**src/rtl/cdc_pkg.sv**
```systemverilog
// Shared types and constants for the req/ack CDC link.
// Used by the receiver and the sender-side ack synchronizer.
package cdc_pkg;

    typedef enum logic [1:0] {
        IDLE = 2'd0,
        FULL = 2'd1,
        ACK  = 2'd2
    } rx_state_t;

    localparam int CDC_DEFAULT_WIDTH = 4;
    localparam int CDC_MIN_SYNC      = 2;

endpackage

```
**src/rtl/cdc_handshake_receiver_if.sv**
```systemverilog
// Sender-side req/data/ack link plus downstream valid/ready port.
// master = environment side, slave = receiver side.
interface cdc_handshake_receiver_if #(
    parameter int WIDTH = 4
);
    logic             req;
    logic [WIDTH-1:0] data;
    logic             ack;
    logic [WIDTH-1:0] out_data;
    logic             out_valid;
    logic             out_ready;
    logic             seq_err;
    logic [7:0]       rx_count;

    modport master (
        output req,
        output data,
        output out_ready,
        input  ack,
        input  out_data,
        input  out_valid,
        input  seq_err,
        input  rx_count
    );

    modport slave (
        input  req,
        input  data,
        input  out_ready,
        output ack,
        output out_data,
        output out_valid,
        output seq_err,
        output rx_count
    );
endinterface

```
**src/rtl/sync_ff.sv**
```systemverilog
// Multi-flop single-bit synchronizer, async reset to 0.
// Shared by the receiver req path and the sender ack path.
module sync_ff #(
    parameter int STAGES = 2
) (
    input  logic clk,
    input  logic rst,
    input  logic d,
    output logic q
);
    logic [STAGES-1:0] sync_q;
    logic [STAGES-1:0] sync_d;

    // Shift the asynchronous input one stage per clock.
    always_comb begin
        sync_d = {sync_q[STAGES-2:0], d};
    end

    // Synchronizer flops.
    always_ff @(posedge clk or posedge rst) begin
        if (rst) begin
            sync_q <= '0;
        end else begin
            sync_q <= sync_d;
        end
    end

    assign q = sync_q[STAGES-1];
endmodule

```
**src/rtl/cdc_handshake_receiver.sv**
```systemverilog
// Destination end of the four-phase req/ack CDC link.
// Captures the word, hands it downstream, then acks.
module cdc_handshake_receiver
    import cdc_pkg::*;
#(
    parameter int WIDTH       = CDC_DEFAULT_WIDTH,
    parameter int SYNC_STAGES = CDC_MIN_SYNC,
    parameter bit CHECK_SEQ   = 1'b1
) (
    input logic                    clk,
    input logic                    rst,
    cdc_handshake_receiver_if.slave bus
);
    localparam int STAGES =
        (SYNC_STAGES < CDC_MIN_SYNC) ? CDC_MIN_SYNC : SYNC_STAGES;

    rx_state_t        state_q;
    rx_state_t        state_d;
    logic             req_s;
    logic             capture;
    logic             accept;

    logic [WIDTH-1:0] out_data_q;
    logic [WIDTH-1:0] out_data_d;
    logic             out_valid_q;
    logic             out_valid_d;
    logic             ack_q;
    logic             ack_d;
    logic [7:0]       rx_count_q;
    logic [7:0]       rx_count_d;

    sync_ff #(
        .STAGES (STAGES)
    ) u_req_sync (
        .clk (clk),
        .rst (rst),
        .d   (bus.req),
        .q   (req_s)
    );

    // FSM state register.
    always_ff @(posedge clk or posedge rst) begin
        if (rst) begin
            state_q <= IDLE;
        end else begin
            state_q <= state_d;
        end
    end

    // FSM next-state logic.
    always_comb begin
        state_d = state_q;
        unique case (state_q)
            IDLE: if (req_s) state_d = FULL;
            FULL: if (bus.out_ready) state_d = ACK;
            ACK:  if (!req_s) state_d = IDLE;
            default: state_d = IDLE;
        endcase
    end

    // FSM outputs: capture, accept and next register values.
    always_comb begin
        capture     = 1'b0;
        accept      = 1'b0;
        out_data_d  = out_data_q;
        out_valid_d = out_valid_q;
        ack_d       = ack_q;
        rx_count_d  = rx_count_q;
        unique case (state_q)
            IDLE: begin
                if (req_s) begin
                    capture     = 1'b1;
                    out_data_d  = bus.data;
                    out_valid_d = 1'b1;
                end
            end
            FULL: begin
                if (bus.out_ready) begin
                    accept      = 1'b1;
                    out_valid_d = 1'b0;
                    ack_d       = 1'b1;
                    rx_count_d  = rx_count_q + 8'd1;
                end
            end
            ACK: begin
                if (!req_s) begin
                    ack_d = 1'b0;
                end
            end
            default: begin
                out_valid_d = 1'b0;
                ack_d       = 1'b0;
            end
        endcase
    end

    // Capture register, handshake flops and transfer counter.
    always_ff @(posedge clk or posedge rst) begin
        if (rst) begin
            out_data_q  <= '0;
            out_valid_q <= 1'b0;
            ack_q       <= 1'b0;
            rx_count_q  <= '0;
        end else begin
            out_data_q  <= out_data_d;
            out_valid_q <= out_valid_d;
            ack_q       <= ack_d;
            rx_count_q  <= rx_count_d;
        end
    end

    generate
        if (CHECK_SEQ) begin : g_seq
            logic [WIDTH-1:0] expected_q;
            logic [WIDTH-1:0] expected_d;
            logic             seq_err_q;
            logic             seq_err_d;

            // Compare each captured word against the running sequence.
            always_comb begin
                expected_d = expected_q;
                seq_err_d  = seq_err_q;
                if (capture) begin
                    expected_d = bus.data + WIDTH'(1);
                    if (bus.data != expected_q) begin
                        seq_err_d = 1'b1;
                    end
                end
            end

            // Sequence tracker; the error flag is sticky until reset.
            always_ff @(posedge clk or posedge rst) begin
                if (rst) begin
                    expected_q <= WIDTH'(1);
                    seq_err_q  <= 1'b0;
                end else begin
                    expected_q <= expected_d;
                    seq_err_q  <= seq_err_d;
                end
            end

            assign bus.seq_err = seq_err_q;
        end else begin : g_noseq
            assign bus.seq_err = 1'b0;
        end
    endgenerate

    logic unused_accept;
    assign unused_accept = accept;

    assign bus.out_data  = out_data_q;
    assign bus.out_valid = out_valid_q;
    assign bus.ack       = ack_q;
    assign bus.rx_count  = rx_count_q;
endmodule

```
**src/flat_wrapper.sv**
```systemverilog
// flat-port wrapper written by rule: the top's interface ports become plain ports
module cdc_handshake_receiver_flat import cdc_pkg::*;
#(
    parameter int WIDTH       = CDC_DEFAULT_WIDTH,
    parameter int SYNC_STAGES = CDC_MIN_SYNC,
    parameter bit CHECK_SEQ   = 1'b1
)
  (clk, rst, bus_req, bus_data, bus_out_ready, bus_ack, bus_out_data, bus_out_valid, bus_seq_err, bus_rx_count);
  cdc_handshake_receiver_if #(.WIDTH(WIDTH)) bus_i ();
  input logic clk;
  input logic rst;
  input wire logic [$bits(bus_i.req)-1:0] bus_req;
  input wire logic [$bits(bus_i.data)-1:0] bus_data;
  input wire logic [$bits(bus_i.out_ready)-1:0] bus_out_ready;
  output wire logic [$bits(bus_i.ack)-1:0] bus_ack;
  output wire logic [$bits(bus_i.out_data)-1:0] bus_out_data;
  output wire logic [$bits(bus_i.out_valid)-1:0] bus_out_valid;
  output wire logic [$bits(bus_i.seq_err)-1:0] bus_seq_err;
  output wire logic [$bits(bus_i.rx_count)-1:0] bus_rx_count;
  assign bus_i.req = bus_req;
  assign bus_i.data = bus_data;
  assign bus_i.out_ready = bus_out_ready;
  assign bus_ack = bus_i.ack;
  assign bus_out_data = bus_i.out_data;
  assign bus_out_valid = bus_i.out_valid;
  assign bus_seq_err = bus_i.seq_err;
  assign bus_rx_count = bus_i.rx_count;
  cdc_handshake_receiver #(.WIDTH(WIDTH), .SYNC_STAGES(SYNC_STAGES), .CHECK_SEQ(CHECK_SEQ)) u_core (.clk(clk), .rst(rst), .bus(bus_i));
endmodule
```
**config.mk**
```make
export PLATFORM = sky130hd
export DESIGN_NAME = cdc_handshake_receiver_flat
export DESIGN_NICKNAME = d
export VERILOG_FILES = /design/src/rtl/cdc_pkg.sv /design/src/rtl/cdc_handshake_receiver_if.sv /design/src/rtl/sync_ff.sv /design/src/rtl/cdc_handshake_receiver.sv /design/src/flat_wrapper.sv
export SDC_FILE = /design/constraint.sdc
export NUM_CORES = 1
export LEC_CHECK = 0
export CAP_MARGIN = 20
export CORE_AREA = 2 2 47 49
export CTS_BUF_LIST = sky130_fd_sc_hd__clkbuf_2
export DETAILED_ROUTE_END_ITERATION = 10
export DIE_AREA = 0 0 49 51
export PLACE_DENSITY = 0.9
export SYNTH_ARGS = -nofsm -noshare
export SYNTH_HDL_FRONTEND = slang
export SYNTH_SLANG_ARGS = --single-unit
```
**constraint.sdc**
```tcl
create_clock -name clk -period 3.4 [get_ports clk]
set_clock_uncertainty 0.15 [all_clocks]
set_input_delay 0.85 -clock clk [delete_from_list [all_inputs] [get_ports clk]]
set_output_delay 0.85 -clock clk [all_outputs]
set_load 0.02 [all_outputs]
```
# Yosys cells after proc, flatten, opt, wreduce, memory -nomap -nowiden
# Index checks and enable logic that the tools add are counted.
# op_classes
n_eq_ne,6
add_sub_neg,2
mux,12
bitwise_logic,2
reduce_logical,7
# ops
operator,n
AND reduction 3 bit,3
"adder 8 x 1 -> 8 bit, second input constant",1
2-to-1 mux 1 bit,6
2-to-1 mux 2 bit,3
"inequality test 2 bit, second input constant",3
one-hot mux 1 bit (3 select lines),2
one-hot mux 2 bit (3 select lines),1
AND reduction 2 bit,3
"adder 4 x 1 -> 4 bit, second input constant",1
inequality test 4 bit,1
"equality test 2 x 1 -> 1 bit, second input constant",1
"equality test 2 bit, second input constant",1
logical NOT 2 bit,1
inverter 1 bit,2
# word_totals
output_inout_bits,15
reg_bits,23
word_cells,37
in_bits,8

# Logic depth before layout (Yosys ltp)
# depth
word_depth,3
ltp_mapped,4
mapped_depth_nobuf,4

# Modules after synthesis
# A second synthesis with hierarchy kept.
# unflattened
cells_unflattened,80
hier_area_um2,1011.0
# modules_own_cells
module,n_inst,cells_per_inst,area_per_inst_um2
cdc_handshake_receiver,1,77,957.2
sync_ff,1,3,53.8

# Least setup slack after synthesis
# Ideal clock, no wire load.
# synth_timing
path_type,in2reg
startpoint,in bus_out_ready
endpoint,reg u_core.rx_count_q[1] (netlist: u_core.bus.rx_count[1])
arrival_time_ps,1404
path_stages,3
path_buffers,1
required_ps,3125
path_slack_ps,1721
path_cell_list,and3b_1 buf_6 mux2_4
# synth_via
elab_chain_len,1
# synth_lines
element,line,rtl
"start, declared",flat_wrapper.sv:14,input wire logic [$bits(bus_i.out_ready)-1:0] bus_out_ready;
AND reduction 2 bit (no line),-,
"end signal, assigned",cdc_handshake_receiver.sv:108,rx_count_q <= rx_count_d;
"end, declared",cdc_handshake_receiver.sv:29,logic [7:0] rx_count_q;
# Every way passes these cells.
# A chain may end at the register's enable or synchronous reset.

# Worst setup path after layout
# layout_timing
startpoint,reg u_core.rx_count_q[3] (netlist: u_core.bus.rx_count[3])
endpoint,out bus_rx_count[3]
# layout_rtl
element,line,rtl
"end, declared",flat_wrapper.sv:19,output wire logic [$bits(bus_i.rx_count)-1:0] bus_rx_count;
# No word-level cell between the ends.

==> results.json <==
{
  "status": "finished, final reports clean",
  "fin_crit_sh_pct": 72.1,
  "leakage_nw": 0.588,
  "crit_fanout": 6,
  "dpl_cell_area_um2": 1260,
  "vias": 655,
  "startpoint_type": "flip-flop",
  "ys_seq_elements": 23,
  "synth_compound_area_share_pct": 5.74,
  "firstDrtPassIters": 4,
  "die_w_um": 49,
  "n_antenna_cell": 0,
  "min_path_type": "reg2reg",
  "endpoint_kind": "primary output",
  "cpMaxStageDelayCell": "clkdlybuf4s50_1",
  "clock_path_buffers": 2,
  "clk_latency_ns": 0.30,
  "core_um2": 2060,
  "rsz0062_at_grt": "no",
  "gr-total-overflow": 0,
  "wire_per_inst_um": 13.4,
  "ir_drop_uv": 507,
  "hold_path_depth": 0,
  "r2r_cells": 2,
  "cp.depth": 1,
  "grt_max_degree": 24,
  "vias_per_cell": 5.04,
  "setup_tns_ns": 0,
  "pin_count": 23,
  "post_cts_buffers": 0,
  "setup_viol": 0,
  "drt_iter0_markers": 3,
  "yosys-top-cells-area": "dfrtp_1, mux2_4, xnor2_1, xor2_1, dfstp_2",
  "synth_top_cell_area_share_pct": 53.7,
  "root_buffer": "clkbuf_2",
  "yosys.area_share.simple_pct": 11.0,
  "die_y_um": 51,
  "cts_sinks": 23,
  "synth_xor_area_share_pct": 11.8,
  "ys_types": 25,
  "hpwl_mm": 1.34,
  "finish.instance_area_um2": 1280,
  "yosys.area.top_type": "dfrtp_1",
  "cts_inserted_buffers": 3,
  "layout-drive-gt1-share_pct": 15.7,
  "ctsResizeCount": 0,
  "grtUsageTotal_pct": 15.6,
  "max_stage_delay_ns": 0.64,
  "synthAdderAreaFrac_pct": 2.44,
  "relSlewSlack_pct": 38.9,
  "clk_pin_slew_ns": 0.20,
  "grt_pass1_wl_mm": 2.90,
  "path_class": "reg2out",
  "cts_tree": "yes",
  "ant_nets": 0,
  "row_count": 17,
  "dieArea_um2": 2500,
  "hold_viol": 0,
  "cp.required_ns": 2.40,
  "routabilityCongestion": 0.718,
  "synthMuxAreaShare_pct": 9.04,
  "worstPathArrival_ns": 1.45,
  "syn_to_final_growth_pct": 24.7,
  "syn_area_per_cell_um2": 13.1,
  "antenna_found_initial": 0,
  "yosysSeqAreaShare_pct": 56.3,
  "max_cap_viol_count": 0,
  "p_per_area_nw_per_um2": 833,
  "fin_crit_ns": 2.45,
  "nets": 113,
  "portBuffers": 22,
  "start_util_pct": 49.7,
  "crit_buf_inv": 1,
  "synth_fp_nets": 88,
  "tightest_slew_ns": 0.912,
  "routed_wl_mm": 1.74,
  "drc": 0,
  "final_max_slew_viol_count": 0,
  "path_delay_family": "buffers and inverters",
  "fmaxAchievable_mhz": 408,
  "synth_top_family_by_area": "XOR/XNOR gates",
  "synth_warnings": 0,
  "grt_pass1_vias": 640,
  "syn-cell-area_um2": 1020,
  "synth_cells": 78,
  "final_cell_mix": "clkdlybuf4s50_1, dfrtp_1, xor2_1, xnor2_1, nor2_1",
  "holdBufCountCts": 0,
  "htreeDepth": 1,
  "crit_chain": "clkdlybuf4s50_1"
}
-- sequential cells by signal, summed over array words and instances (netlist names) --
register	count
u_core.u_req_sync.sync_q	2
u_core.bus.seq_err	1
u_core.bus.out_valid	1
u_core.bus.out_data	4
u_core.bus.ack	1
u_core.bus.rx_count	8
u_core.state_q	2
u_core.g_seq.expected_q	4
-- logic make-up (layout without fill, tap and decap cells) --
logic type / Yosys count / in the layout
XOR/XNOR: 13 / 13
flip-flops: 23 / 23
multiplexers: 7 / 7
AO/OA/AOI/OAI: 9 / 9
adder cells (fa/ha/maj): 2 / 2
buffers and inverters: 6 / 30
AND/OR/NAND/NOR: 18 / 18
-- report_power, final --
part           internal [mW]  leakage [nW]  switching [mW]
combinational          0.260         0.297           0.213
clock                 0.0312        0.0166          0.0743
sequential             0.381         0.274           0.104
-- per-stage QoR --
step | hold slack [ns] | power (mW) | setup slack (ns) | util, % | cells
2_1_floorplan | 0.181 | 0.787 | 1.72 | - | 78
5_1_grt | 0.240 | 1.13 | 0.866 | 61.9 | 130
3_5_place_dp | 0.189 | 0.970 | 1.05 | 60.9 | 126
3_3_place_gp | 0.186 | 0.948 | 1.12 | 60.9 | 126
4_1_cts | 0.236 | 1.08 | 0.917 | 61.9 | 130
6_report | 0.231 | 1.06 | 0.950 | 61.9 | 130
-- cell type report --
class | instances | area [um2]
fillers | 176 | 786
flip-flops and latches | 23 | 577
multi-input cells | 49 | 410
repair buffers | 22 | 220
well taps | 28 | 35.0
clock buffers | 4 | 20.0
inverters | 4 | 15.0
-- routing by layer --
| layer | up-vias | routed length, um | GRT usage (%) |
|---|---|---|---|
| met2 | 8 | 938 | 28.5 |
| met3 | 2 | 42 | 2.05 |
| li1 | 318 | - | - |
| met1 | 327 | 740 | 18.3 |
| met5 | - | 0 | 0 |
| met4 | 0 | 23 | 7.14 |
-- cell usage after synthesis --
master	instances
dfrtp_1	22
nand3_1	1
xnor2_1	6
a31o_2	1
xnor2_2	1
nand4b_2	1
mux2_2	2
mux2_4	4
o21ai_0	2
inv_1	4
mux2i_1	1
a21o_1	3
nand4_2	1
nor3_1	2
ha_1	2
and3b_1	1
nand2_1	3
nor3b_2	1
nor2_1	5
nand4_1	3
buf_6	2
dfstp_2	1
a211oi_1	1
a21oi_1	2
xor2_1	6
-- path summary, 6_finish.rpt --
kind                                              from                          end  slack (ns)
max                             u_core.bus.rx_count[3]              bus_rx_count[3]        0.95
min                        u_core.u_req_sync.sync_q[0]  u_core.u_req_sync.sync_q[1]        0.23
max reg2reg                          u_core.state_q[0]       u_core.bus.out_data[3]        1.45
min reg2reg                u_core.u_req_sync.sync_q[0]  u_core.u_req_sync.sync_q[1]        0.23
max in group asynchronous                          rst   u_core.g_seq.expected_q[3]        1.75
min in group asynchronous                          rst   u_core.g_seq.expected_q[1]        0.84
Note: power is estimated with default switching activity, not from simulation.
